[src/rtl/ap_ctrl_profiler_if.sv]
// Record drain port of the ap_ctrl profiler.
// The profiler drives valid/data as master; the downstream dump stage is the slave.
interface ap_ctrl_profiler_if #(
    parameter int TS_W  = 32,
    parameter int CNT_W = 16
);
    localparam int REC_W = TS_W + 2 * CNT_W;

    logic             rec_valid;
    logic             rec_ready;
    logic [REC_W-1:0] rec_data;

    modport master (
        output rec_valid,
        output rec_data,
        input  rec_ready
    );

    modport slave (
        input  rec_valid,
        input  rec_data,
        output rec_ready
    );
endinterface

[src/rtl/ap_ctrl_profiler.sv]
// Per-transaction profiler for an HLS ap_ctrl_hs block.
// It timestamps each start, counts latency and loop iterations until done,
// and queues {start_ts, latency, iters} records in a small fall-through FIFO.
module ap_ctrl_profiler #(
    parameter int TS_W       = 32,
    parameter int CNT_W      = 16,
    parameter int FIFO_DEPTH = 8,
    parameter int DROP_W     = 8
) (
    input  logic              ap_clk,
    input  logic              ap_rst_n,
    input  logic              enable,
    input  logic              clear,
    input  logic              mon_ap_start,
    input  logic              mon_ap_ready,
    input  logic              mon_ap_done,
    input  logic              mon_iter_end,
    ap_ctrl_profiler_if.master rec,
    output logic              busy,
    output logic              overflow,
    output logic [DROP_W-1:0] drop_count
);
    localparam int REC_W = TS_W + 2 * CNT_W;
    localparam int AW    = $clog2(FIFO_DEPTH);
    localparam logic [CNT_W-1:0] CNT_MAX   = {CNT_W{1'b1}};
    localparam logic [AW:0]      FIFO_FULL = (AW + 1)'(FIFO_DEPTH);

    typedef enum logic [0:0] {
        IDLE = 1'b0,
        RUN  = 1'b1
    } state_t;

    state_t             state_q, state_d;
    logic [TS_W-1:0]    ts_q;
    logic [TS_W-1:0]    start_ts_q, start_ts_d;
    logic [CNT_W-1:0]   lat_q, lat_d;
    logic [CNT_W-1:0]   iters_q, iters_d;
    logic [CNT_W-1:0]   lat_inc, iters_inc, rec_lat, rec_iters;
    logic               push;
    logic [REC_W-1:0]   push_data;

    logic [REC_W-1:0]   mem [FIFO_DEPTH];
    logic [AW-1:0]      wr_q, rd_q;
    logic [AW:0]        count_q;
    logic               fifo_full, fifo_valid, pop, push_ok;

    // ap_ready only matters for protocol checking, never for the counters.
    logic               unused_ready;
    assign unused_ready = mon_ap_ready;

    // Free-running timestamp; wraps naturally and ignores enable/clear.
    always_ff @(posedge ap_clk or negedge ap_rst_n) begin
        if (!ap_rst_n) begin
            ts_q <= '0;
        end else begin
            ts_q <= ts_q + TS_W'(1);
        end
    end

    // FSM state and per-transaction counters.
    always_ff @(posedge ap_clk or negedge ap_rst_n) begin
        if (!ap_rst_n) begin
            state_q    <= IDLE;
            start_ts_q <= '0;
            lat_q      <= '0;
            iters_q    <= '0;
        end else begin
            state_q    <= state_d;
            start_ts_q <= start_ts_d;
            lat_q      <= lat_d;
            iters_q    <= iters_d;
        end
    end

    // Next state, counter updates and record assembly; the done cycle itself counts toward latency.
    always_comb begin
        state_d    = state_q;
        start_ts_d = start_ts_q;
        lat_d      = lat_q;
        iters_d    = iters_q;
        push       = 1'b0;
        lat_inc    = (lat_q == CNT_MAX) ? lat_q : lat_q + CNT_W'(1);
        iters_inc  = (iters_q == CNT_MAX) ? iters_q : iters_q + CNT_W'(1);
        rec_lat    = lat_inc;
        rec_iters  = mon_iter_end ? iters_inc : iters_q;
        push_data  = {start_ts_q, rec_lat, rec_iters};
        if (clear) begin
            state_d = IDLE;
        end else begin
            case (state_q)
                IDLE: begin
                    if (enable && mon_ap_start) begin
                        state_d    = RUN;
                        start_ts_d = ts_q;
                        lat_d      = '0;
                        iters_d    = '0;
                    end
                end
                RUN: begin
                    lat_d   = lat_inc;
                    iters_d = rec_iters;
                    if (mon_ap_done) begin
                        push = 1'b1;
                        if (enable && mon_ap_start) begin
                            start_ts_d = ts_q;
                            lat_d      = '0;
                            iters_d    = '0;
                        end else begin
                            state_d = IDLE;
                        end
                    end
                end
                default: state_d = IDLE;
            endcase
        end
    end

    assign busy       = (state_q == RUN);
    assign fifo_valid = (count_q != '0);
    assign fifo_full  = (count_q == FIFO_FULL);
    assign pop        = fifo_valid && rec.rec_ready;
    assign push_ok    = push && (!fifo_full || pop);

    assign rec.rec_valid = fifo_valid;
    assign rec.rec_data  = fifo_valid ? mem[rd_q] : '0;

    // Record storage; a push while full is only written when the head leaves in the same cycle.
    always_ff @(posedge ap_clk) begin
        if (push_ok && !clear) begin
            mem[wr_q] <= push_data;
        end
    end

    // FIFO pointers, occupancy and drop accounting; clear wipes all of it.
    always_ff @(posedge ap_clk or negedge ap_rst_n) begin
        if (!ap_rst_n) begin
            wr_q       <= '0;
            rd_q       <= '0;
            count_q    <= '0;
            overflow   <= 1'b0;
            drop_count <= '0;
        end else if (clear) begin
            wr_q       <= '0;
            rd_q       <= '0;
            count_q    <= '0;
            overflow   <= 1'b0;
            drop_count <= '0;
        end else begin
            if (pop) begin
                rd_q <= rd_q + AW'(1);
            end
            if (push_ok) begin
                wr_q <= wr_q + AW'(1);
            end else if (push) begin
                overflow <= 1'b1;
                if (drop_count != {DROP_W{1'b1}}) begin
                    drop_count <= drop_count + DROP_W'(1);
                end
            end
            case ({push_ok, pop})
                2'b10:   count_q <= count_q + (AW + 1)'(1);
                2'b01:   count_q <= count_q - (AW + 1)'(1);
                default: count_q <= count_q;
            endcase
        end
    end
endmodule

[src/flat_wrapper.sv]
// flat-port wrapper written by rule: the top's interface ports become plain ports
module ap_ctrl_profiler_flat 
#(
    parameter int TS_W       = 32,
    parameter int CNT_W      = 16,
    parameter int FIFO_DEPTH = 8,
    parameter int DROP_W     = 8
)
  (ap_clk, ap_rst_n, enable, clear, mon_ap_start, mon_ap_ready, mon_ap_done, mon_iter_end, busy, overflow, drop_count, rec_rec_valid, rec_rec_data, rec_rec_ready);
  ap_ctrl_profiler_if #(.TS_W(TS_W), .CNT_W(CNT_W)) rec_i ();
  input  logic ap_clk;
  input  logic ap_rst_n;
  input  logic enable;
  input  logic clear;
  input  logic mon_ap_start;
  input  logic mon_ap_ready;
  input  logic mon_ap_done;
  input  logic mon_iter_end;
  output logic busy;
  output logic overflow;
  output logic [DROP_W-1:0] drop_count;
  output wire logic [$bits(rec_i.rec_valid)-1:0] rec_rec_valid;
  output wire logic [$bits(rec_i.rec_data)-1:0] rec_rec_data;
  input wire logic [$bits(rec_i.rec_ready)-1:0] rec_rec_ready;
  assign rec_rec_valid = rec_i.rec_valid;
  assign rec_rec_data = rec_i.rec_data;
  assign rec_i.rec_ready = rec_rec_ready;
  ap_ctrl_profiler #(.TS_W(TS_W), .CNT_W(CNT_W), .FIFO_DEPTH(FIFO_DEPTH), .DROP_W(DROP_W)) u_core (.ap_clk(ap_clk), .ap_rst_n(ap_rst_n), .enable(enable), .clear(clear), .mon_ap_start(mon_ap_start), .mon_ap_ready(mon_ap_ready), .mon_ap_done(mon_ap_done), .mon_iter_end(mon_iter_end), .rec(rec_i), .busy(busy), .overflow(overflow), .drop_count(drop_count));
endmodule
[config.mk]
export PLATFORM = sky130hd
export DESIGN_NAME = ap_ctrl_profiler_flat
export DESIGN_NICKNAME = d
export VERILOG_FILES = /design/src/rtl/ap_ctrl_profiler_if.sv /design/src/rtl/ap_ctrl_profiler.sv /design/src/flat_wrapper.sv
export SDC_FILE = /design/constraint.sdc
export NUM_CORES = 1
export LEC_CHECK = 0
export BUFFER_PORTS_ARGS = -buffer_cell sky130_fd_sc_hd__buf_2
export CAP_MARGIN = 20
export CORE_UTILIZATION = 62
export CTS_CLUSTER_DIAMETER = 80
export DETAILED_ROUTE_END_ITERATION = 8
export GPL_TIMING_DRIVEN = 0
export HOLD_SLACK_MARGIN = 0.15
export PLACE_DENSITY = 0.87
export SKIP_LAST_GASP = 1
export SYNTH_ARGS = -nofsm -noshare
export SYNTH_HDL_FRONTEND = slang
export SYNTH_SLANG_ARGS = --single-unit
export TNS_END_PERCENT = 30
[constraint.sdc]
create_clock -name ap_clk -period 7 [get_ports ap_clk]
set_clock_uncertainty 0.1 [all_clocks]
set_input_delay 0.7 -clock ap_clk [delete_from_list [all_inputs] [get_ports ap_clk]]
set_output_delay 0.7 -clock ap_clk [all_outputs]
set_load 0.03 [all_outputs]
After elaboration in Yosys (flattened, before gate mapping)
Memory sizes are Yosys's and may differ from the RTL's.
Cells that the tools add are included.
{ "classes": {"add_sub_neg": 8, "n_eq_ne": 9, "muxes": 36, "bitwise": 2, "n_reduce_logical": 17} }
{ "ops": {"columns": ["operator", "count"], "rows": [
  ["$mux 16", 8],
  ["$mux 32", 2],
  ["$mux 64", 1],
  ["$pmux 16 s2", 2],
  ["$pmux 32 s2", 1],
  ["$add 16x1->16 const B", 2],
  ["$add 32x1->32 const B", 1],
  ["$eq 16x16->1 const B", 2],
  ["$mux 8", 4],
  ["$mux 3", 4],
  ["$mux 1", 11],
  ["$add 8x1->8 const B", 1],
  ["$ne 8x8->1 const B", 1],
  ["$pmux 4 s2", 1],
  ["$reduce_bool 2->1", 4],
  ["$add 3x1->3 const B", 2],
  ["$reduce_and 2->1", 3],
  ["$add 4x1->4 const B", 1],
  ["$eq 4x4->1 const B", 1],
  ["$logic_and 1x1->1", 4],
  ["$mux 4", 1],
  ["$ne 2x2->1 const B", 2],
  ["$reduce_bool 4->1", 1],
  ["$sub 4x1->4 const B", 1],
  ["other kinds (9)", 11]
]} }
{ "word_totals": {"ff_bits": 116, "ramBits": 512, "in_bits": 9, "out_inout_bits": 75, "word_cells": 83, "mem_count": 1} }
{ "memory_table": {"columns": ["memory", "words", "width", "rd", "rd_ports_with_merged_regs", "wr", "line", "text"], "rows": [
  ["u_core.mem", 8, 64, 1, 0, 1, "ap_ctrl_profiler.sv:42", "logic [REC_W-1:0] mem [FIFO_DEPTH];"]
]} }

Logic depth before layout (Yosys ltp)
Gate-level depths: netlist (run 1).
{ "depth": {"depth_word": 7, "ltp_mapped": 8, "ltp_nobuf": 8} }

Worst setup path before layout (run 1)
No wires, ideal clock.
{ "synth_path": {"path_type": "input to register", "from": "input port rec_rec_ready", "to": "memory u_core.mem[0][0] in the netlist's numbering (enable)", "setup_ps": 565, "arrival_ps": 5721, "required_ps": 6335, "path_slack_ps": 615, "stages": 4, "path_cell_list": "and2b_1 > a211oi_2 > nand2b_1 > nor3_1"} }
{ "synth_between": {"elab_chain_cells": 6} }
{ "synth_lines": {"columns": ["element", "line", "text"], "rows": [
  ["from (decl)", "flat_wrapper.sv:24", "input wire logic [$bits(rec_i.rec_ready)-1:0] rec_rec_ready;"],
  ["$logic_and 1x1->1", "ap_ctrl_profiler.sv:121", "assign pop = fifo_valid && rec.rec_ready;"],
  ["$logic_or 1x1->1", "ap_ctrl_profiler.sv:122", "assign push_ok = push && (!fifo_full || pop);"],
  ["$logic_and 1x1->1", "ap_ctrl_profiler.sv:122", null],
  ["$logic_and 1x1->1", "ap_ctrl_profiler.sv:129", "if (push_ok && !clear) begin"],
  ["$mux 1", "ap_ctrl_profiler.sv:129", null],
  ["$mux 1 (implied by the code)", "ap_ctrl_profiler.sv:130", "mem[wr_q] <= push_data;"],
  ["to (decl)", "ap_ctrl_profiler.sv:42", null]
]} }
No other way between the ends.

Worst setup path in the final report (run 1)
{ "layout_path": {"from": "register u_core.rd_q[0]", "to": "output port rec_rec_data[3]"} }
{ "layout_between": {"elab_chain_cells": 2} }
{ "layout_lines": {"columns": ["element", "line", "text"], "rows": [
  ["from (decl)", "ap_ctrl_profiler.sv:43", "logic [AW-1:0] wr_q, rd_q;"],
  ["from (signal assigned)", "ap_ctrl_profiler.sv:150", "rd_q <= rd_q + AW'(1);"],
  ["$mem_v2 8x64", null, null],
  ["$mux 64", "ap_ctrl_profiler.sv:125", "assign rec.rec_data = fifo_valid ? mem[rd_q] : '0;"],
  ["to (decl)", "flat_wrapper.sv:23", "output wire logic [$bits(rec_i.rec_data)-1:0] rec_rec_data;"]
]} }
No other way between the ends.

==> results of run 1 <==
[repair_timing]
| action | 4_1_cts | 5_1_grt |
|---|---|---|
| endpoints found under the setup margin | 0 | 0 |
| hold buffers | 1 | 0 |
| endpoints found under the hold margin | 47 | 0 |
[power groups by stage]
stage	sequential (mW)	clock [mW]	combinational [mW]
2_1_floorplan	4.15	0	0.957
3_3_place_gp	4.16	0	1.32
3_5_place_dp	4.16	0	1.36
4_1_cts	4.09	3.36	1.38
5_1_grt	4.09	3.50	1.46
6_report	4.09	3.34	1.37
[per-layer routing]
layer  global-route usage [%]  wire, um  vias to the layer above  share of wire (%)
met5                        0         0                        -                  0
met4                     12.7      2530                        0                4.2
met3                     4.87      5140                      214                8.6
met2                     48.6     29800                      910                 50
met1                     39.7     22100                     7249                 37
li1                         -         -                     5902                  -
[sequential cells by signal (all words and copies together), names as in the netlist, 3 cells and up]
| name | count |
|---|---|
| u_core.drop_count | 8 |
| u_core.ts_q | 32 |
| u_core.count_q | 4 |
| u_core.rd_q | 3 |
| u_core.wr_q | 3 |
| u_core.lat_q | 16 |
| u_core.iters_q | 16 |
| u_core.start_ts_q | 32 |
| u_core.mem | 512 |
[final cells by class]
cell class	count	share of cell area, %
Sequential cell	628	62.5
Multi-Input combinational cell	692	23.5
Clock buffer	68	5.20
Timing Repair Buffer	114	3.45
Tap cell	525	2.25
Clock inverter	41	1.69
Buffer	74	1.20
Inverter	15	0.193
[kinds of logic after synthesis]
logic type / Yosys count
AO/OA/AOI/OAI: 103
AND/OR/NAND/NOR: 291
adder cells (fa/ha/maj): 9
XOR/XNOR: 63
multiplexers: 226
buffers and inverters: 89
flip-flops: 628
[worst paths after layout]
path | slack, ns | endpoint
max | 3.01 | rec_rec_data[3]
min in group asynchronous | 0.52 | u_core.start_ts_q[21]
min | 0.27 | u_core.busy
min reg2reg | 0.38 | u_core.ts_q[31]
max reg2reg | 3.74 | u_core.mem[1][41]
max in group asynchronous | 5.53 | u_core.iters_q[1]
[worst max-delay path, cell delays in order, from the launching register on]
cell,delay (ns)
dfrtp_1,0.44
buf_2,0.41
buf_2,0.44
mux4_2,0.56
mux2i_1,0.44
nor2_1,0.10
buf_2,0.20
[cells in the final DEF, fill, tap and decap left out, drive strengths merged, types with 4 or more instances in the layout]
cell type  instances
a21oi             27
a22o               5
a31oi             14
and3              17
and4              10
buf              164
bufinv            12
clkbuf            91
clkinv            26
dfrtp            116
edfxtp           512
ha                 8
inv               16
mux2              29
mux2i             69
mux4             128
nand2             51
nand2b             7
nand3             38
nand4             20
nor2             119
nor3              11
nor4               5
o21a               4
o21ai             26
xnor2             37
xor2              26
[cells in the mapped netlist (3+ instances only)]
cell | instances | area, um2
clkbuf_2 | 4 | 20.0
a41oi_1 | 3 | 26.3
and4_1 | 9 | 78.8
nand3_1 | 36 | 180
and3_1 | 16 | 100
a22o_1 | 5 | 43.8
buf_4 | 4 | 30.0
nor3_4 | 3 | 48.8
mux2i_1 | 69 | 691
clkbuf_1 | 19 | 71.3
xor2_1 | 26 | 228
nor4_1 | 4 | 25.0
a21oi_1 | 26 | 130
nand4_1 | 17 | 106
buf_2 | 36 | 180
nand2b_1 | 7 | 43.8
ha_1 | 8 | 100
mux4_2 | 128 | 2880
o21ai_0 | 24 | 120
o21a_1 | 4 | 30.0
mux2_4 | 9 | 135
nor2_1 | 117 | 439
o31ai_1 | 3 | 22.5
inv_1 | 15 | 56.3
and2_1 | 3 | 18.8
a31oi_1 | 13 | 81.3
xnor2_1 | 37 | 324
buf_1 | 10 | 37.5
dfrtp_1 | 116 | 2900
nor3_1 | 6 | 30.0
edfxtp_1 | 512 | 15400
nand2_1 | 51 | 191
mux2_2 | 20 | 225
[through the flow]
stage | cell area [um2] | setup TNS (ns) | utilization (%) | instances
3_5_place_dp | 27200 | 0 | 67.7 | 2047
3_3_place_gp | 26600 | -589.79 | 66.1 | 2015
5_1_grt | 29200 | 0 | 72.8 | 2157
6_report | 29200 | 0 | 72.8 | 2157
4_1_cts | 29200 | 0 | 72.8 | 2157
2_1_floorplan | 25500 | 0 | - | 1409
==> results_dict.tcl, run 1 <==
set metrics [dict create \
    outcome "complete, no violations" \
    synth_warnings 0 \
    worst_slack_ns 3.01 \
    syn_nets 1427 \
    synthXorXnorAreaFrac_pct 2.16 \
    cts_tree "built" \
    post_cts_buffers 0 \
    port_buffers 81 \
    end_kind "primary output" \
    die_h_um 205 \
    synth_cell_type_count 72 \
    drc 0 \
    slew_viol_final 0 \
    grt_pass1_vias 15100 \
    rsz0062_at_grt "false" \
    worstSetupStartpoint "u_core.rd_q[0]" \
    timing.final.crit_share_pct 57.0 \
    numCtsBuffers 58 \
    seq_area_frac_synth_pct 71.7 \
    async_reset_ff_share_pct 18.5 \
    area_growth_syn_to_layout_pct 14.7 \
    p_per_area_nw_per_um2 301 \
    ant_nets 0 \
    cp.required_ns 6.20 \
    rr_startpoint "u_core.count_q[3]" \
    power.switching_mw 2.29 \
    die_w_um 205 \
    cts-root-buf "clkbuf_16" \
    htreeDepth 2 \
    finalNetCount 1601 \
    worstHoldStart "mon_ap_start" \
    intPower_mw 6.50 \
    avgSynthCellArea_um2 18.1 \
    hpwl_um 34600 \
    hold_violations 0 \
    combinationalPowerShare_pct 15.5 \
    synth_top_family_by_area "multiplexers" \
    hold_path.class "input port to flip-flop" \
    avgRoutedWirePerCell_um 27.6 \
    p_clk_share_pct 38.0 \
    total_power_mw 8.80 \
    ys_ff_latch 628 \
    coreArea_um2 40200 \
    worstPathMaxFanout 10 \
    slew_headroom_pct 34.4 \
    power_leakage_nw 10.5 \
    cp-start-kind "flip-flop" \
    tightest_slew_ns 0.983 \
    clk_pin_slew_ns 0.07 \
    dr.first_iter.drc_count 1901 \
    synth-edff-count 512 \
    dpl_worst_slack_ns 3.36 \
    drive_above_1_share_pct 26.5 \
    critPathKind "flip-flop to primary output" \
    hold_depth 3 \
    ioPinCount 84 \
    finalWirelength_um 59600 \
    grt_pass1_wl_um 90900 \
    clock_latency_ns 0.60 \
    hold_slack_ns 0.266 \
    cts_resized 0 \
    synthCells 1409 \
    yosys.area_share.simple_pct 5.91 \
    via_per_inst 6.62 \
    swShare_pct 26.1 \
    reg2reg_depth 9 \
    seqPwrFrac_pct 46.5 \
    initial_core_util_pct 63.5 \
    dieArea_um2 41900 \
    multi_input_area_um2 6870 \
    drv_cap 0 \
    synthMuxAreaShare_pct 15.4 \
    setup_violations 0 \
    synth-main-ff-cell "edfxtp_1" \
    cts_buffer_depth 3 \
    fill_cells 2198 \
    gr-usage-all-layers_pct 29.6 \
    n_antenna_cell 0 \
    grt_overflow 0 \
    synthesis.area_um2 25500 \
    arrival_ns 3.19 \
    synthAdderAreaFrac_pct 0.471 \
    synth_compound_area_share_pct 2.77 \
    seq_area_um2 18300 \
    vias 14300 \
    clock_sinks 628 \
    num_rows 73 \
    post-route-min-period_ns 3.99 \
    grt_max_degree 70 \
    ir_worst_vdd_uv 204 \
    max_freq_ghz 0.251 \
    grt_antenna_before_repair 0 \
    place.gp.congestion 0.884 \
    drtPass1Iterations 6 \
]
Note: power is estimated with default switching activity, not from simulation.
==> run 2, diff against run 1 <==
--- a/config.mk
+++ b/config.mk
@@ -7,12 +7,12 @@
 export LEC_CHECK = 0
 export BUFFER_PORTS_ARGS = -buffer_cell sky130_fd_sc_hd__buf_2
 export CAP_MARGIN = 20
-export CORE_UTILIZATION = 62
+export CORE_UTILIZATION = 56
 export CTS_CLUSTER_DIAMETER = 80
 export DETAILED_ROUTE_END_ITERATION = 8
 export GPL_TIMING_DRIVEN = 0
 export HOLD_SLACK_MARGIN = 0.15
-export PLACE_DENSITY = 0.87
+export PLACE_DENSITY = 0.83
 export SKIP_LAST_GASP = 1
 export SYNTH_ARGS = -nofsm -noshare
 export SYNTH_HDL_FRONTEND = slang
==> constraint.sdc (replaced) <==
create_clock -name ap_clk -period 3.4 [get_ports ap_clk]
set_clock_uncertainty 0.1 [all_clocks]
set_input_delay 0.34 -clock ap_clk [delete_from_list [all_inputs] [get_ports ap_clk]]
set_output_delay 0.34 -clock ap_clk [all_outputs]
set_load 0.03 [all_outputs]
==> run 2 against run 1 <==
  * The run now ends with negative setup slack left
  * Combinational power rose by 110%
  * Sequential power increased by 110%
  * Largest power group unchanged
  * Critical path type unchanged
  * Critical path depth is the same
  * Power up 97%
  * Clock-buffer cell count up 7
  * Die area is 11% higher
==> results_dict.tcl, run 2 (synthesis gave the netlist of run 1 again) <==
set metrics [dict create \
    timing.final.crit_share_pct 101 \
    drc 0 \
    critPathKind "flip-flop to primary output" \
    tightest_slew_ns 1.02 \
    port_buffers 81 \
    top_register "u_core.mem" \
    arrival_ns 2.98 \
    hold_path.class "input port to async pin" \
    cpMostUsedCell "buf_2" \
    finalNetCount 1600 \
    outcome "finished with violations" \
    finalWirelength_um 55000 \
    hold_violations 0 \
    slew_viol_final 0 \
    cp.required_ns 2.96 \
    die_h_um 215 \
    dieArea_um2 46400 \
    cts_buffer_depth 3 \
    post-route-min-period_ns 3.42 \
    rsz0062_at_grt "true" \
    n_antenna_cell 0 \
    clock_latency_ns 0.60 \
    ioPinCount 84 \
    ant_nets 0 \
    coreArea_um2 44600 \
    post_cts_buffers 0 \
    violations "negative setup slack" \
    grt_overflow 0 \
    worstPathMaxFanout 10 \
    drive_above_1_share_pct 26.1 \
    worst-path-buf-inv 3 \
    dp_cells 2107 \
    reg.largest.list "u_core.mem x512, u_core.start_ts_q x32, u_core.ts_q x32" \
    ir_worst_vdd_uv 411 \
    gr-usage-all-layers_pct 24.3 \
    drv_cap 0 \
    area_growth_syn_to_layout_pct 14.4 \
    grt_pass1_wl_um 85000 \
    place.gp.congestion 0.878 \
    die_w_um 215 \
    cts_tree "built" \
    power_leakage_nw 10.4 \
    initial_core_util_pct 57.2 \
    slew_headroom_pct 31.5 \
    clock_sinks 628 \
    htreeDepth 2 \
    end_kind "primary output" \
    cp_slowest_cell "clkbuf_1" \
    numCtsBuffers 57 \
    cp-start-kind "flip-flop" \
    finalNonFillerCells 2222 \
    worst_slack_ns -0.0183 \
    cts-root-buf "clkbuf_16" \
    dr.first_iter.drc_count 1598 \
    hpwl_um 33500 \
    dpl_worst_slack_ns 0.286 \
    p_per_area_nw_per_um2 594 \
    largest_reg_flops 512 \
    max_stage_delay_ns 0.66 \
    mostFrequentLayoutCells "512 x edfxtp_1, 128 x mux4_2, 116 x dfrtp_1, 111 x nor2_1, 107 x buf_2" \
    final_common_cell "edfxtp_1" \
    grt_pass1_vias 14600 \
    clk_pin_slew_ns 0.06 \
    max_freq_ghz 0.293 \
    avgRoutedWirePerCell_um 24.7 \
    via_per_inst 6.27 \
    drtPass1Iterations 5 \
    path_delay_family "buffers and inverters" \
    crit_chain "buf_2 -> clkbuf_1 -> mux4_2 -> mux2i_1 -> nor2_1 -> buf_2" \
    num_rows 77 \
    grt_antenna_before_repair 0 \
    grt_max_degree 71 \
    vias 13900 \
    setup_violations 1 \
    fill_cells 2752 \
]
[run 2: changes by cell type in the layout (fill, tap and decap cells not counted), moves of 3 or more]
cell	previous run	this run
buf_6	16	2
buf_2	116	107
bufinv_16	12	3
buf_4	4	11
clkbuf_2	4	11
dlygate4sd3_1	1	8
buf_1	10	6
clkbuf_4	0	4
buf_12	7	10
buf_8	1	4
clkbuf_1	27	30
[run 2: layout make-up]
| type | instances | area [um2] | area share (%) |
|---|---|---|---|
| clock buffer | 75 | 1510 | 5.19 |
| clock inverter | 32 | 248 | 0.849 |
| inverter | 15 | 56.3 | 0.193 |
| timing repair buffer | 114 | 1050 | 3.62 |
| sequential | 628 | 18300 | 62.7 |
| tap | 592 | 741 | 2.54 |
| buffer | 74 | 389 | 1.33 |
| multi-input combinational | 692 | 6890 | 23.6 |
[run 2: path summary, 6_finish.rpt]
path	cells past startpoint	endpoint	slack, ns	from
max	6	rec_rec_data[45]	-0.02	u_core.rd_q[1]
min	2	u_core.start_ts_q[24]	0.15	ap_rst_n
max reg2reg	6	u_core.mem[7][25]	0.34	u_core.count_q[3]
min reg2reg	1	u_core.ts_q[31]	0.38	u_core.ts_q[31]
max in group asynchronous	3	u_core.lat_q[9]	2.30	ap_rst_n
min in group ap_clk	4	u_core.iters_q[14]	0.29	enable
[run 2: through the flow]
stage / hold WS, ns / power [mW] / area, um2 / setup TNS [ns] / utilization (%)
finish: 0.152 / 17.3 / 29200 / -0.0183 / 65.4
global route: 0.176 / 17.8 / 29200 / -0.508 / 65.4
CTS: 0.156 / 17.4 / 29100 / -0.219 / 65.3
detailed placement: 0.221 / 11.4 / 27300 / 0 / 61.2
global placement: 0.353 / 11.3 / 26700 / -832.15 / 59.8
floorplan: -0.0556 / 10.5 / 25500 / -31.31 / -
[run 2: where the power goes]
part / switching, mW / internal [mW]
sequential: 0.0849 / 8.33
clock: 2.72 / 3.37
combinational: 1.81 / 1.00
total: 4.61 / 12.7
[run 2: metal layers]
layer  up-vias  track usage [%]  part of all wire, %
li1       5895                -                    -
met1      7194             32.6                   39
met2       685             39.9                   50
met3       150             3.75                  7.1
met4         0             10.5                  3.8
met5         -                0                    0
[run 2: timing repair]
action,CTS,global route
gates resized for setup,9,16
hold endpoints to repair,128,0
pin swaps,0,0
hold buffers,8,0
setup endpoints to repair,15,40
